===== src/rtl/tcp_rx_reader_pkg.sv =====
// -----------------------------------------------------------------------------
// tcp_rx_reader_pkg
// Shared field layout, bus widths and FSM state encoding for the TCP receive
// reader. Notify words carry {closed, port, ip, len, sid}; meta words carry
// {len, sid}. Counters are one bit wider than the 16-bit length fields so that
// remaining-byte and received-byte arithmetic has headroom.
// -----------------------------------------------------------------------------
package tcp_rx_reader_pkg;

    localparam int NOTIFY_W   = 88;
    localparam int META_W     = 40;
    localparam int DATA_W     = 512;
    localparam int KEEP_W     = DATA_W / 8;
    localparam int CNT_W      = 17;

    localparam int SID_LSB    = 0;
    localparam int SID_W      = 16;
    localparam int LEN_LSB    = 16;
    localparam int LEN_W      = 16;
    localparam int IP_LSB     = 32;
    localparam int IP_W       = 32;
    localparam int PORT_LSB   = 64;
    localparam int PORT_W     = 16;
    localparam int CLOSED_BIT = 80;

    typedef enum logic [1:0] {
        ST_IDLE = 2'd0,
        ST_REQ  = 2'd1,
        ST_META = 2'd2,
        ST_DATA = 2'd3
    } rd_state_t;

    // Number of valid bytes in one beat.
    function automatic logic [6:0] keep_popcount(input logic [KEEP_W-1:0] keep);
        logic [6:0] n;
        n = 7'd0;
        for (int i = 0; i < KEEP_W; i++) begin
            n = n + {6'd0, keep[i]};
        end
        return n;
    endfunction

endpackage


===== src/rtl/tcp_rx_reader_if.sv =====
// -----------------------------------------------------------------------------
// Handshake bundles used by tcp_rx_reader.
//   tcp_rx_meta_if : valid/ready/data metadata channel, WIDTH-bit payload
//                    m = producer, s = consumer
//   tcp_rx_axis_if : AXI4-Stream payload channel (tdata/tkeep/tlast)
//                    m = producer, s = consumer
// -----------------------------------------------------------------------------
interface tcp_rx_meta_if #(
    parameter int WIDTH = 40
) ();
    logic             valid;
    logic             ready;
    logic [WIDTH-1:0] data;

    modport m (output valid, output data, input ready);
    modport s (input valid, input data, output ready);
endinterface

interface tcp_rx_axis_if
    import tcp_rx_reader_pkg::*;
();
    logic              tvalid;
    logic              tready;
    logic              tlast;
    logic [DATA_W-1:0] tdata;
    logic [KEEP_W-1:0] tkeep;

    modport m (output tvalid, output tdata, output tkeep, output tlast, input tready);
    modport s (input tvalid, input tdata, input tkeep, input tlast, output tready);
endinterface


===== src/rtl/tcp_rx_reader_bytecnt.sv =====
// -----------------------------------------------------------------------------
// tcp_rx_bytecnt
// Accumulates received bytes of one chunk.
//   aclk, areset : clock, asynchronous active-high reset
//   clr          : restart the count (start of a chunk)
//   beat         : a beat is handshaking this cycle
//   keep         : tkeep of the beat on the bus
//   total        : bytes received so far including the beat on the bus
// -----------------------------------------------------------------------------
module tcp_rx_bytecnt
    import tcp_rx_reader_pkg::*;
(
    input  logic              aclk,
    input  logic              areset,
    input  logic              clr,
    input  logic              beat,
    input  logic [KEEP_W-1:0] keep,
    output logic [CNT_W-1:0]  total
);

    logic [CNT_W-1:0] count_r;
    logic [CNT_W:0]   sum_s;

    // Running total including the current beat; saturates instead of wrapping
    // so an overlong stream can never alias back onto the expected length.
    always_comb begin
        sum_s = {1'b0, count_r} + {{(CNT_W-6){1'b0}}, keep_popcount(keep)};
        if (sum_s[CNT_W]) begin
            total = {CNT_W{1'b1}};
        end else begin
            total = sum_s[CNT_W-1:0];
        end
    end

    // Byte accumulator.
    always_ff @(posedge aclk or posedge areset) begin
        if (areset) begin
            count_r <= {CNT_W{1'b0}};
        end else if (clr) begin
            count_r <= {CNT_W{1'b0}};
        end else if (beat) begin
            count_r <= total;
        end else begin
            count_r <= count_r;
        end
    end

endmodule


===== src/rtl/tcp_rx_reader.sv =====
// -----------------------------------------------------------------------------
// tcp_rx_reader
// Turns TCP notifies into read requests of at most MAX_RD_BYTES, then forwards
// the network's rx meta and payload to the user with zero latency, one
// transaction at a time.
//   aclk, areset    : clock, asynchronous active-high reset
//   s_tcp_notify    : notify in  {closed[80], port, ip, len[31:16], sid[15:0]}
//   m_tcp_rd_pkg    : read request out {len, sid}
//   s_tcp_rx_meta   : network rx meta in {len, sid}
//   s_axis_tcp_rx   : network payload in
//   m_rx_meta       : user meta out (pass-through)
//   m_axis_rx       : user payload out (pass-through)
//   stat_drop_cnt   : saturating count of dropped notifies (len 0 or closed)
//   stat_err        : sticky, received bytes differed from meta length
// -----------------------------------------------------------------------------
module tcp_rx_reader
    import tcp_rx_reader_pkg::*;
#(
    parameter int MAX_RD_BYTES = 4096
) (
    input  logic         aclk,
    input  logic         areset,
    tcp_rx_meta_if.s     s_tcp_notify,
    tcp_rx_meta_if.m     m_tcp_rd_pkg,
    tcp_rx_meta_if.s     s_tcp_rx_meta,
    tcp_rx_axis_if.s     s_axis_tcp_rx,
    tcp_rx_meta_if.m     m_rx_meta,
    tcp_rx_axis_if.m     m_axis_rx,
    output logic [31:0]  stat_drop_cnt,
    output logic         stat_err
);

    localparam logic [CNT_W-1:0] MAX_CHUNK = CNT_W'(MAX_RD_BYTES);

    rd_state_t        state_r;
    rd_state_t        state_s;
    logic [CNT_W-1:0] rem_r;
    logic [CNT_W-1:0] exp_r;
    logic [SID_W-1:0] sid_r;
    logic [31:0]      drop_cnt_r;
    logic             err_r;
    logic [CNT_W-1:0] chunk_s;
    logic [CNT_W-1:0] total_s;
    logic [LEN_W-1:0] notify_len_s;
    logic             notify_ok_s;
    logic             notify_hs_s;
    logic             rd_hs_s;
    logic             meta_hs_s;
    logic             beat_hs_s;
    logic             last_hs_s;
    logic             unused_notify_s;

    assign notify_len_s = s_tcp_notify.data[LEN_LSB +: LEN_W];
    assign notify_ok_s  = (notify_len_s != {LEN_W{1'b0}}) && !s_tcp_notify.data[CLOSED_BIT];

    // ip, port and reserved bits of the notify are not needed here.
    assign unused_notify_s = ^{s_tcp_notify.data[IP_LSB +: IP_W],
                               s_tcp_notify.data[PORT_LSB +: PORT_W],
                               s_tcp_notify.data[NOTIFY_W-1:CLOSED_BIT+1]};

    // Chunk never exceeds what remains, so rem - chunk cannot underflow.
    assign chunk_s = (rem_r > MAX_CHUNK) ? MAX_CHUNK : rem_r;

    // Handshakes are qualified by the gated valid/ready outputs, so each one
    // can only fire in its own state and never during reset.
    assign notify_hs_s = s_tcp_notify.valid && s_tcp_notify.ready;
    assign rd_hs_s     = m_tcp_rd_pkg.valid && m_tcp_rd_pkg.ready;
    assign meta_hs_s   = m_rx_meta.valid && m_rx_meta.ready;
    assign beat_hs_s   = m_axis_rx.tvalid && m_axis_rx.tready;
    assign last_hs_s   = beat_hs_s && s_axis_tcp_rx.tlast;

    assign m_tcp_rd_pkg.data = {8'd0, chunk_s[LEN_W-1:0], sid_r};
    assign m_rx_meta.data    = s_tcp_rx_meta.data;
    assign m_axis_rx.tdata   = s_axis_tcp_rx.tdata;
    assign m_axis_rx.tkeep   = s_axis_tcp_rx.tkeep;
    assign m_axis_rx.tlast   = s_axis_tcp_rx.tlast;

    assign stat_drop_cnt = drop_cnt_r;
    assign stat_err      = err_r;

    // FSM state register.
    always_ff @(posedge aclk or posedge areset) begin
        if (areset) begin
            state_r <= ST_IDLE;
        end else begin
            state_r <= state_s;
        end
    end

    // FSM next state and handshake outputs; everything is forced low while
    // reset is asserted so outputs drop in the same cycle as the reset.
    always_comb begin
        state_s              = state_r;
        s_tcp_notify.ready   = 1'b0;
        m_tcp_rd_pkg.valid   = 1'b0;
        s_tcp_rx_meta.ready  = 1'b0;
        m_rx_meta.valid      = 1'b0;
        s_axis_tcp_rx.tready = 1'b0;
        m_axis_rx.tvalid     = 1'b0;
        if (areset) begin
            state_s = ST_IDLE;
        end else begin
            case (state_r)
                ST_IDLE: begin
                    s_tcp_notify.ready = 1'b1;
                    if (s_tcp_notify.valid && notify_ok_s) begin
                        state_s = ST_REQ;
                    end else begin
                        state_s = ST_IDLE;
                    end
                end
                ST_REQ: begin
                    m_tcp_rd_pkg.valid = 1'b1;
                    if (m_tcp_rd_pkg.ready) begin
                        state_s = ST_META;
                    end else begin
                        state_s = ST_REQ;
                    end
                end
                ST_META: begin
                    s_tcp_rx_meta.ready = m_rx_meta.ready;
                    m_rx_meta.valid     = s_tcp_rx_meta.valid;
                    if (s_tcp_rx_meta.valid && m_rx_meta.ready) begin
                        state_s = ST_DATA;
                    end else begin
                        state_s = ST_META;
                    end
                end
                ST_DATA: begin
                    s_axis_tcp_rx.tready = m_axis_rx.tready;
                    m_axis_rx.tvalid     = s_axis_tcp_rx.tvalid;
                    if (s_axis_tcp_rx.tvalid && m_axis_rx.tready && s_axis_tcp_rx.tlast) begin
                        if (rem_r != {CNT_W{1'b0}}) begin
                            state_s = ST_REQ;
                        end else begin
                            state_s = ST_IDLE;
                        end
                    end else begin
                        state_s = ST_DATA;
                    end
                end
                default: begin
                    state_s = ST_IDLE;
                end
            endcase
        end
    end

    // Transaction context: session id, bytes still to request, expected chunk size.
    always_ff @(posedge aclk or posedge areset) begin
        if (areset) begin
            sid_r <= {SID_W{1'b0}};
            rem_r <= {CNT_W{1'b0}};
            exp_r <= {CNT_W{1'b0}};
        end else if (notify_hs_s && notify_ok_s) begin
            sid_r <= s_tcp_notify.data[SID_LSB +: SID_W];
            rem_r <= {1'b0, notify_len_s};
        end else if (rd_hs_s) begin
            rem_r <= rem_r - chunk_s;
        end else if (meta_hs_s) begin
            exp_r <= {1'b0, s_tcp_rx_meta.data[LEN_LSB +: LEN_W]};
        end else begin
            sid_r <= sid_r;
        end
    end

    // Statistics: saturating drop counter and sticky length-mismatch flag.
    always_ff @(posedge aclk or posedge areset) begin
        if (areset) begin
            drop_cnt_r <= 32'd0;
            err_r      <= 1'b0;
        end else begin
            if (notify_hs_s && !notify_ok_s && (drop_cnt_r != 32'hFFFF_FFFF)) begin
                drop_cnt_r <= drop_cnt_r + 32'd1;
            end else begin
                drop_cnt_r <= drop_cnt_r;
            end
            if (last_hs_s && (total_s != exp_r)) begin
                err_r <= 1'b1;
            end else begin
                err_r <= err_r;
            end
        end
    end

    tcp_rx_bytecnt u_bytecnt (
        .aclk   (aclk),
        .areset (areset),
        .clr    (meta_hs_s),
        .beat   (beat_hs_s),
        .keep   (s_axis_tcp_rx.tkeep),
        .total  (total_s)
    );

endmodule


===== src/flat_wrapper.sv =====
// flat-port wrapper written by rule: the top's interface ports become plain ports
module tcp_rx_reader_flat import tcp_rx_reader_pkg::*;
#(
    parameter int MAX_RD_BYTES = 4096
)
  (aclk, areset, stat_drop_cnt, stat_err, s_tcp_notify_valid, s_tcp_notify_data, s_tcp_notify_ready, m_tcp_rd_pkg_valid, m_tcp_rd_pkg_data, m_tcp_rd_pkg_ready, s_tcp_rx_meta_valid, s_tcp_rx_meta_data, s_tcp_rx_meta_ready, s_axis_tcp_rx_tvalid, s_axis_tcp_rx_tdata, s_axis_tcp_rx_tkeep, s_axis_tcp_rx_tlast, s_axis_tcp_rx_tready, m_rx_meta_valid, m_rx_meta_data, m_rx_meta_ready, m_axis_rx_tvalid, m_axis_rx_tdata, m_axis_rx_tkeep, m_axis_rx_tlast, m_axis_rx_tready);
  tcp_rx_meta_if #(.WIDTH(NOTIFY_W)) s_tcp_notify_i ();
  tcp_rx_meta_if #(.WIDTH(META_W)) m_tcp_rd_pkg_i ();
  tcp_rx_meta_if #(.WIDTH(META_W)) s_tcp_rx_meta_i ();
  tcp_rx_axis_if s_axis_tcp_rx_i ();
  tcp_rx_meta_if #(.WIDTH(META_W)) m_rx_meta_i ();
  tcp_rx_axis_if m_axis_rx_i ();
  input  logic aclk;
  input  logic areset;
  output logic [31:0] stat_drop_cnt;
  output logic stat_err;
  input wire logic [$bits(s_tcp_notify_i.valid)-1:0] s_tcp_notify_valid;
  input wire logic [$bits(s_tcp_notify_i.data)-1:0] s_tcp_notify_data;
  output wire logic [$bits(s_tcp_notify_i.ready)-1:0] s_tcp_notify_ready;
  output wire logic [$bits(m_tcp_rd_pkg_i.valid)-1:0] m_tcp_rd_pkg_valid;
  output wire logic [$bits(m_tcp_rd_pkg_i.data)-1:0] m_tcp_rd_pkg_data;
  input wire logic [$bits(m_tcp_rd_pkg_i.ready)-1:0] m_tcp_rd_pkg_ready;
  input wire logic [$bits(s_tcp_rx_meta_i.valid)-1:0] s_tcp_rx_meta_valid;
  input wire logic [$bits(s_tcp_rx_meta_i.data)-1:0] s_tcp_rx_meta_data;
  output wire logic [$bits(s_tcp_rx_meta_i.ready)-1:0] s_tcp_rx_meta_ready;
  input wire logic [$bits(s_axis_tcp_rx_i.tvalid)-1:0] s_axis_tcp_rx_tvalid;
  input wire logic [$bits(s_axis_tcp_rx_i.tdata)-1:0] s_axis_tcp_rx_tdata;
  input wire logic [$bits(s_axis_tcp_rx_i.tkeep)-1:0] s_axis_tcp_rx_tkeep;
  input wire logic [$bits(s_axis_tcp_rx_i.tlast)-1:0] s_axis_tcp_rx_tlast;
  output wire logic [$bits(s_axis_tcp_rx_i.tready)-1:0] s_axis_tcp_rx_tready;
  output wire logic [$bits(m_rx_meta_i.valid)-1:0] m_rx_meta_valid;
  output wire logic [$bits(m_rx_meta_i.data)-1:0] m_rx_meta_data;
  input wire logic [$bits(m_rx_meta_i.ready)-1:0] m_rx_meta_ready;
  output wire logic [$bits(m_axis_rx_i.tvalid)-1:0] m_axis_rx_tvalid;
  output wire logic [$bits(m_axis_rx_i.tdata)-1:0] m_axis_rx_tdata;
  output wire logic [$bits(m_axis_rx_i.tkeep)-1:0] m_axis_rx_tkeep;
  output wire logic [$bits(m_axis_rx_i.tlast)-1:0] m_axis_rx_tlast;
  input wire logic [$bits(m_axis_rx_i.tready)-1:0] m_axis_rx_tready;
  assign s_tcp_notify_i.valid = s_tcp_notify_valid;
  assign s_tcp_notify_i.data = s_tcp_notify_data;
  assign s_tcp_notify_ready = s_tcp_notify_i.ready;
  assign m_tcp_rd_pkg_valid = m_tcp_rd_pkg_i.valid;
  assign m_tcp_rd_pkg_data = m_tcp_rd_pkg_i.data;
  assign m_tcp_rd_pkg_i.ready = m_tcp_rd_pkg_ready;
  assign s_tcp_rx_meta_i.valid = s_tcp_rx_meta_valid;
  assign s_tcp_rx_meta_i.data = s_tcp_rx_meta_data;
  assign s_tcp_rx_meta_ready = s_tcp_rx_meta_i.ready;
  assign s_axis_tcp_rx_i.tvalid = s_axis_tcp_rx_tvalid;
  assign s_axis_tcp_rx_i.tdata = s_axis_tcp_rx_tdata;
  assign s_axis_tcp_rx_i.tkeep = s_axis_tcp_rx_tkeep;
  assign s_axis_tcp_rx_i.tlast = s_axis_tcp_rx_tlast;
  assign s_axis_tcp_rx_tready = s_axis_tcp_rx_i.tready;
  assign m_rx_meta_valid = m_rx_meta_i.valid;
  assign m_rx_meta_data = m_rx_meta_i.data;
  assign m_rx_meta_i.ready = m_rx_meta_ready;
  assign m_axis_rx_tvalid = m_axis_rx_i.tvalid;
  assign m_axis_rx_tdata = m_axis_rx_i.tdata;
  assign m_axis_rx_tkeep = m_axis_rx_i.tkeep;
  assign m_axis_rx_tlast = m_axis_rx_i.tlast;
  assign m_axis_rx_i.tready = m_axis_rx_tready;
  tcp_rx_reader #(.MAX_RD_BYTES(MAX_RD_BYTES)) u_core (.aclk(aclk), .areset(areset), .s_tcp_notify(s_tcp_notify_i), .m_tcp_rd_pkg(m_tcp_rd_pkg_i), .s_tcp_rx_meta(s_tcp_rx_meta_i), .s_axis_tcp_rx(s_axis_tcp_rx_i), .m_rx_meta(m_rx_meta_i), .m_axis_rx(m_axis_rx_i), .stat_drop_cnt(stat_drop_cnt), .stat_err(stat_err));
endmodule

===== config.mk =====
export PLATFORM = sky130hd
export DESIGN_NAME = tcp_rx_reader_flat
export DESIGN_NICKNAME = d
export VERILOG_FILES = /design/src/rtl/tcp_rx_reader_pkg.sv /design/src/rtl/tcp_rx_reader_if.sv /design/src/rtl/tcp_rx_reader_bytecnt.sv /design/src/rtl/tcp_rx_reader.sv /design/src/flat_wrapper.sv
export SDC_FILE = /design/constraint.sdc
export NUM_CORES = 1
export LEC_CHECK = 0
export BUFFER_PORTS_ARGS = -buffer_cell sky130_fd_sc_hd__buf_2
export CAP_MARGIN = 30
export CORE_AREA = 5 5 541 543
export CTS_CLUSTER_SIZE = 40
export DETAILED_ROUTE_END_ITERATION = 8
export DIE_AREA = 0 0 546 548
export HOLD_SLACK_MARGIN = 0.08
export PLACE_DENSITY = 0.3
export SETUP_SLACK_MARGIN = 0.1
export SYNTH_ARGS = -nofsm -noshare
export SYNTH_HDL_FRONTEND = slang
export SYNTH_SLANG_ARGS = --single-unit

===== constraint.sdc =====
create_clock -name aclk -period 9.63 [get_ports aclk]
set_clock_uncertainty 0.2 [all_clocks]
set_input_delay 0.4815 -clock aclk [delete_from_list [all_inputs] [get_ports aclk]]
set_output_delay 0.4815 -clock aclk [all_outputs]
set_load 0.005 [all_outputs]

==> results.json, run 1 <==
{
  "run_status": "completed",
  "grt.total_usage": 0.0968,
  "startpoint_type": "input pin",
  "critPathCapture": "u_core.stat_err",
  "htree_num_levels": 3,
  "regToRegStartpoint": "u_core.u_bytecnt.count_r[0]",
  "highest_layer": "met5",
  "power.share.clock": 0.073,
  "synth-edff-count": 0,
  "firstDrtPassIters": 5,
  "n_fill_cell": 33900,
  "synth.lib_cells_used.distinct": 67,
  "hold_violations": 0,
  "power.static_leakage_nw": 5.15,
  "core-area_um2": 287000,
  "met3RoutedLength_um": 56700,
  "cts.clk_slew.worst_paths_ps": 100,
  "critical_path_class": "in -> reg",
  "cp-end-kind": "flop",
  "worst-endpoint-required_ps": 9700,
  "yosys-top-cells-area": "sky130_fd_sc_hd__buf_4 (39%), sky130_fd_sc_hd__dfrtp_1 (21%), sky130_fd_sc_hd__fa_1 (9.2%), sky130_fd_sc_hd__nand2_1 (4.3%), sky130_fd_sc_hd__inv_1 (3.3%)",
  "cp_num_buf_inv": 7,
  "routed-via-count": 8520,
  "post_cts_resize_count": 0,
  "finalCritPeriodShare": 0.800,
  "flops_latches_synth": 101,
  "postRouteAntennaNets": 0,
  "gr-total-overflow": 0,
  "timing.final.crit_period_ps": 7710,
  "cap_violations": 0,
  "max_freq_mhz": 130,
  "library_cell_occupying_the_most_area_in_the_post_synthesis_netlist": "sky130_fd_sc_hd__buf_4",
  "replace_congestion": 0.763,
  "initialDrtViolationCount": 476,
  "layout-area-overhead-vs-synth_pct": 15.7,
  "totalPowerFinal_w": 0.00560,
  "die-area_um2": 299000,
  "drc": 0,
  "initial_core_util": 0.0425,
  "worst_pin_slew_ps": 1050,
  "yosys_most_used_dff": "sky130_fd_sc_hd__dfrtp_1",
  "grt_start_max_net_pins": 52,
  "multi_input_comb_area_um2": 4460,
  "syn_area_um2": 12200,
  "place.port_buffers": 270,
  "synth_area_per_cell_um2": 8.39,
  "cp_num_cells": 24,
  "route.detailed.wl_per_inst_um": 30.8,
  "grt_pass1_wl_um": 172000,
  "r2r_cells": 19,
  "ir_drop_uv": 701,
  "tritoncts.num_buffers": 9,
  "swShare": 0.569,
  "route.met2.wl_um": 62700,
  "nets": 1913,
  "cpMaxStageDelayCell": "sky130_fd_sc_hd__fa_1",
  "drt_wl_total_um": 152000,
  "reg2reg_slack_ps": 2540,
  "die_height_um": 548,
  "final-setup-viol-count": 0,
  "switching_power_w": 0.00319,
  "pwr-share-seq": 0.104,
  "placement_rows": 197,
  "ctsRootBufferMaster": "sky130_fd_sc_hd__clkbuf_16",
  "async_reset_ff_frac": 1.00,
  "hold_path_class": "in -> reg",
  "timing.critical_path.max_delay_family": "adder cells",
  "critPathMaxFanout": 4,
  "antenna_found_initial": 82,
  "dpl.hpwl_um": 144000,
  "synthesis.yosys.warnings": 0,
  "netlist.area_leader.share": 0.387,
  "slowest_delay_ps": 680,
  "timing.max_slew.rel_slack": 0.298,
  "clock_tree_from_tritoncts": "built",
  "crit-reg2reg-capture": "u_core.stat_err",
  "arrival_worst_endpoint_ps": 7780,
  "ys_seq_area_frac": 0.207,
  "ioPinCount": 1409,
  "wl_met1_um": 26200,
  "cts-root-to-sink-buffers": 2,
  "post-route-util": 0.0492,
  "unrepaired_setup_endpoints_after_global_routing": "false",
  "routed_via_count_divided_by_cell_count": 1.73,
  "cpMostUsedCell": "sky130_fd_sc_hd__fa_1",
  "share_of_cells_above_drive_strength_1": 0.279,
  "fp.dieW_um": 546,
  "slew_violations": 0,
  "startpoint": "s_axis_tcp_rx_tkeep[35]",
  "intPower_w": 0.00242,
  "seq_area_um2": 2530,
  "cts_num_sinks": 101,
  "fin_setup_tns_ps": 0,
  "p_comb_frac": 0.823,
  "clk_latency_ps": 410,
  "postSynthCellCount": 1455,
  "first_global_vias": 8774,
  "power_density_nw_per_um2": 397,
  "timing.critical_path.cells": "buf_2 > inv_1 > fa_1 > inv_1 > fa_1 > fa_1 > inv_1 > fa_1 > inv_1 > fa_1 > fa_1 > fa_1 > inv_1 > fa_1 > inv_1 > fa_1 > a21o_1 > a221oi_2 > xor2_1 > nor2_1 > a211oi_1 > o2111ai_1 > nor4_1 > a41oi_1"
}
cell families after synthesis:
logic type                 after synthesis  synth area share
buffers and inverters                  769             0.430
and+or+nand+nor                        307             0.124
AOI/OAI and AO/OA                      139            0.0780
DFF                                    101             0.207
adders and majority gates               86             0.123
xor gates and xnor gates                48            0.0344
muxes                                    3           0.00256
other                                    2          0.000615
per-stage QoR:
step                      instances  hold WS [ps]  setup slack (ps)  area [µm²]
after global placement         4860           260              1240       13500
after floorplan                1465           238              2550       12200
after CTS                      4900          80.1              1820       14100
final                          4916           114              1920       14100
after global routing           4903           106              1540       14100
after detailed placement       4863           258              1360       13600
placed cells by master (no fill, tap or decap), types with 21 or more instances in the layout:
cell	instances
sky130_fd_sc_hd__nor2_1	39
sky130_fd_sc_hd__dlygate4sd3_1	21
sky130_fd_sc_hd__inv_1	105
sky130_fd_sc_hd__buf_2	270
sky130_fd_sc_hd__nand3_1	24
sky130_fd_sc_hd__nor3_1	23
sky130_fd_sc_hd__xor2_1	22
sky130_fd_sc_hd__xnor2_1	26
sky130_fd_sc_hd__a21oi_1	31
sky130_fd_sc_hd__nand2_1	140
sky130_fd_sc_hd__ha_1	30
sky130_fd_sc_hd__fa_1	56
sky130_fd_sc_hd__dfrtp_1	101
power by group through the flow:
stage,registers [W],clock network (W),logic (W)
finish,0.000581,0.000409,0.00461
global route,0.000596,0.000448,0.00505
CTS,0.000584,0.000440,0.00476
detailed placement,0.000591,0,0.00472
global placement,0.000590,0,0.00476
floorplan,0.000563,0,0.00356
worst reg2reg max path, cell delays in order (launching register included):
cell and delay, ps:
sky130_fd_sc_hd__dfrtp_1 350, sky130_fd_sc_hd__inv_1 100, sky130_fd_sc_hd__fa_1 580, sky130_fd_sc_hd__fa_1 440
sky130_fd_sc_hd__fa_1 510, sky130_fd_sc_hd__fa_1 520, sky130_fd_sc_hd__fa_1 550, sky130_fd_sc_hd__fa_1 440
sky130_fd_sc_hd__fa_1 510, sky130_fd_sc_hd__fa_1 190, sky130_fd_sc_hd__inv_1 70, sky130_fd_sc_hd__fa_1 390
sky130_fd_sc_hd__a21o_1 230, sky130_fd_sc_hd__a221oi_2 390, sky130_fd_sc_hd__xor2_1 380, sky130_fd_sc_hd__nor2_1 80
sky130_fd_sc_hd__a211oi_1 220, sky130_fd_sc_hd__o2111ai_1 170, sky130_fd_sc_hd__nor4_1 460, sky130_fd_sc_hd__a41oi_1 170
final cells by class:
cell class	instances	area share
Clock inverter	7	0.00549
Tap cell	3781	0.335
Inverter	108	0.0289
Multi-Input combinational cell	595	0.316
Timing Repair Buffer	299	0.117
Antenna cell	16	0.00283
Sequential cell	101	0.179
Clock buffer	9	0.0159
metal layers:
layer	vias up	GRT usage
li1	3352	-
met1	3610	0.0483
met2	1157	0.143
met3	381	0.170
met4	20	0.0276
met5	-	0.0103
worst min-delay path by stage:
stage                          startpoint                to  cells after the start
finish              s_tcp_notify_data[27]  u_core.rem_r[11]                      3
global route        s_tcp_notify_data[26]  u_core.rem_r[10]                      2
CTS                 s_tcp_notify_data[27]  u_core.rem_r[11]                      3
detailed placement       u_core.sid_r[13]  u_core.sid_r[13]                      2
global placement          u_core.sid_r[0]   u_core.sid_r[0]                      2
floorplan                u_core.rem_r[15]  u_core.rem_r[15]                      2
flip-flops by register name, summed over array words and instances, names as in the netlist:
register,cells
u_core.exp_r,16
u_core.rem_r,17
u_core.sid_r,16
u_core.stat_drop_cnt,32
u_core.stat_err,1
u_core.state_r,2
u_core.u_bytecnt.count_r,17
cell usage after synthesis, drive strengths merged (4+ instances only):
cell / n
buf: 635
nand2: 140
inv: 108
dfrtp: 101
fa: 56
nor2: 39
a21oi: 32
ha: 30
o21ai: 30
nor3: 29
clkbuf: 26
xnor2: 26
nand3: 24
xor2: 22
and2: 19
and3: 15
a31oi: 10
nor4: 10
a211oi: 8
nand4: 8
a21o: 7
and4: 7
a22oi: 5
o22ai: 5
o21a: 4
or3: 4
timing repair:
action	CTS	global route
hold buffers	21	0
buffers inserted	0	0
hold endpoints to repair	54	0
(Power assumes the default switching activity.)
==> run 2: changes to the inputs <==
--- a/config.mk
+++ b/config.mk
@@ -7,10 +7,10 @@
 export LEC_CHECK = 0
 export BUFFER_PORTS_ARGS = -buffer_cell sky130_fd_sc_hd__buf_2
 export CAP_MARGIN = 30
-export CORE_AREA = 5 5 541 543
+export CORE_AREA = 5 5 548 550
 export CTS_CLUSTER_SIZE = 40
 export DETAILED_ROUTE_END_ITERATION = 8
-export DIE_AREA = 0 0 546 548
+export DIE_AREA = 0 0 553 555
 export HOLD_SLACK_MARGIN = 0.08
 export PLACE_DENSITY = 0.3
 export SETUP_SLACK_MARGIN = 0.1
==> constraint.sdc (replaced) <==
create_clock -name aclk -period 7.5 [get_ports aclk]
set_clock_uncertainty 0.2 [all_clocks]
set_input_delay 0.375 -clock aclk [delete_from_list [all_inputs] [get_ports aclk]]
set_output_delay 0.375 -clock aclk [all_outputs]
set_load 0.005 [all_outputs]
==> run 2 against run 1 <==
  * Utilization rose by 0.22 points
  * Largest cell class unchanged
  * Highest routed layer unchanged
  * Clock power rose by 40%
  * Critical endpoint unchanged
  * Largest power group unchanged
  * Combinational power rose by 86%
  * Global-route usage barely moved
==> results.json, run 2 (same netlist as run 1, synthesis figures left out) <==
{
  "run_status": "completed",
  "reg2reg_slack_ps": 440,
  "regToRegStartpoint": "u_core.u_bytecnt.count_r[0]",
  "core-area_um2": 295000,
  "first_global_vias": 9229,
  "layout-area-overhead-vs-synth_pct": 24.4,
  "worst_pin_slew_ps": 710,
  "power.share.clock": 0.058,
  "ctsRootBufferMaster": "sky130_fd_sc_hd__clkbuf_16",
  "nets": 2003,
  "cts.clk_slew.worst_paths_ps": 80,
  "grt_pass1_wl_um": 178000,
  "timing.max_slew.rel_slack": 0.527,
  "critPathMaxFanout": 2,
  "cp-end-kind": "flop",
  "cts-root-to-sink-buffers": 2,
  "gr-total-overflow": 0,
  "min_to": "u_core.exp_r[10]",
  "multi_input_comb_area_um2": 4540,
  "timing.hold.worst.start": "s_tcp_rx_meta_data[26]",
  "timing.critical_path.max_delay_family": "adder cells",
  "ir_drop_uv": 1170,
  "dpl.hpwl_um": 147000,
  "final-setup-viol-count": 0,
  "max_freq_mhz": 139,
  "cts_num_sinks": 101,
  "worst-endpoint-required_ps": 7570,
  "antenna_found_initial": 64,
  "die-area_um2": 307000,
  "placement_rows": 200,
  "finalCritPeriodShare": 0.958,
  "route.detailed.wl_per_inst_um": 30.2,
  "fin_hold_ws_ps": 96.6,
  "grt_start_max_net_pins": 49,
  "die_height_um": 555,
  "grt.total_usage": 0.0972,
  "hold_violations": 0,
  "critical_path_class": "in -> reg",
  "share_of_cells_above_drive_strength_1": 0.328,
  "hold_path_class": "in -> reg",
  "unrepaired_setup_endpoints_after_global_routing": "true",
  "postLayoutCellArea_um2": 15200,
  "cpMaxStageDelayCell": "sky130_fd_sc_hd__fa_1",
  "clock_tree_from_tritoncts": "built",
  "cpMostUsedCell": "sky130_fd_sc_hd__fa_1",
  "place.port_buffers": 270,
  "r2r_cells": 24,
  "power.static_leakage_nw": 5.60,
  "totalPowerFinal_w": 0.00992,
  "postPlaceCellArea_um2": 14300,
  "layout_commonest_cell": "sky130_fd_sc_hd__buf_2",
  "intPower_w": 0.00510,
  "post-place-ws_ps": -266,
  "routed_via_count_divided_by_cell_count": 1.72,
  "startpoint_type": "input pin",
  "n_fill_cell": 35100,
  "postRouteAntennaNets": 0,
  "fp.dieW_um": 553,
  "firstDrtPassIters": 5,
  "initial_core_util": 0.0413,
  "switching_power_w": 0.00481,
  "swShare": 0.485,
  "final_cell_mix": "sky130_fd_sc_hd__buf_2 (270), sky130_fd_sc_hd__nand2_1 (140), sky130_fd_sc_hd__inv_1 (104)",
  "fin_setup_tns_ps": 0,
  "slew_violations": 0,
  "pwr-share-seq": 0.076,
  "drc": 0,
  "ioPinCount": 1409,
  "clk_latency_ps": 420,
  "slowest_delay_ps": 600,
  "cp_num_buf_inv": 7,
  "startpoint": "s_axis_tcp_rx_tkeep[0]",
  "layout_setup_ws_ps": 313,
  "htree_num_levels": 3,
  "cap_violations": 0,
  "seq_area_um2": 2530,
  "drt_wl_total_um": 156000,
  "largest_register_ffs": 32,
  "routed-via-count": 8898,
  "power_density_nw_per_um2": 653,
  "timing.final.crit_period_ps": 7190,
  "replace_congestion": 0.835,
  "tritoncts.num_buffers": 9,
  "crit-reg2reg-capture": "u_core.stat_err",
  "initialDrtViolationCount": 450,
  "min_path_cells": 3,
  "arrival_worst_endpoint_ps": 7260,
  "p_comb_frac": 0.867
}
run 2: cell count changes in the layout (fill, tap and decap cells not counted), sizes merged:
cell / before / now
buf: 278 / 347
dlygate4sd3: 21 / 42
bufinv: 0 / 1
clkinvlp: 1 / 0
run 2: timing repair:
item / 4_1_cts / 5_1_grt
endpoints found under the hold margin: 75 / 1
hold buffers: 41 / 1
resized for setup: 0 / 19
endpoints found under the setup margin: 0 / 7
setup buffers: 0 / 4
run 2: power groups by stage:
| stage | sequential [W] | clock (W) | combinational (W) |
|---|---|---|---|
| after CTS | 0.000750 | 0.000610 | 0.00778 |
| after global placement | 0.000758 | 0 | 0.00778 |
| final | 0.000750 | 0.000573 | 0.00859 |
| after global routing | 0.000765 | 0.000628 | 0.00941 |
| after floorplan | 0.000723 | 0 | 0.00457 |
| after detailed placement | 0.000758 | 0 | 0.00774 |
run 2: how the worst max path moves through the flow:
stage                           end  slack (ps)  cells after the start
detailed placement  u_core.stat_err        -270                     22
global placement    u_core.stat_err        -300                     22
CTS                 u_core.stat_err         150                     22
finish              u_core.stat_err         310                     25
global route        u_core.stat_err          60                     27
floorplan           u_core.stat_err         530                     23
run 2: metrics by stage:
| step | std cells | util |
|---|---|---|
| 2_1_floorplan | 1465 | - |
| 3_3_place_gp | 5084 | 0.0482 |
| 3_5_place_dp | 5086 | 0.0483 |
| 4_1_cts | 5143 | 0.0508 |
| 5_1_grt | 5153 | 0.0513 |
| 6_report | 5164 | 0.0514 |
run 2: cell type report:
| cell class | count | share of cell area |
|---|---|---|
| tap | 3939 | 0.325 |
| multi-input combinational | 595 | 0.299 |
| sequential | 101 | 0.167 |
| timing repair buffer | 389 | 0.158 |
| inverter | 108 | 0.0269 |
| clock buffer | 9 | 0.0148 |
| clock inverter | 7 | 0.00676 |
| antenna | 16 | 0.00264 |
run 2: routing by layer:
metal	up-vias	GRT usage	routed length, µm
met3	333	0.174	59500
met2	1203	0.139	63200
met5	-	0.00391	232
met1	3831	0.0507	28100
li1	3519	-	-
met4	12	0.0276	4720
run 2: worst register-to-register path: cells and delay by family (launching register included):
family | cells | cell delay, ps
simple gates | 1 | 270
xor+xnor | 1 | 100
buf+inv | 7 | 840
flops | 1 | 350
compound gates | 6 | 910
fa+ha+maj | 9 | 4260
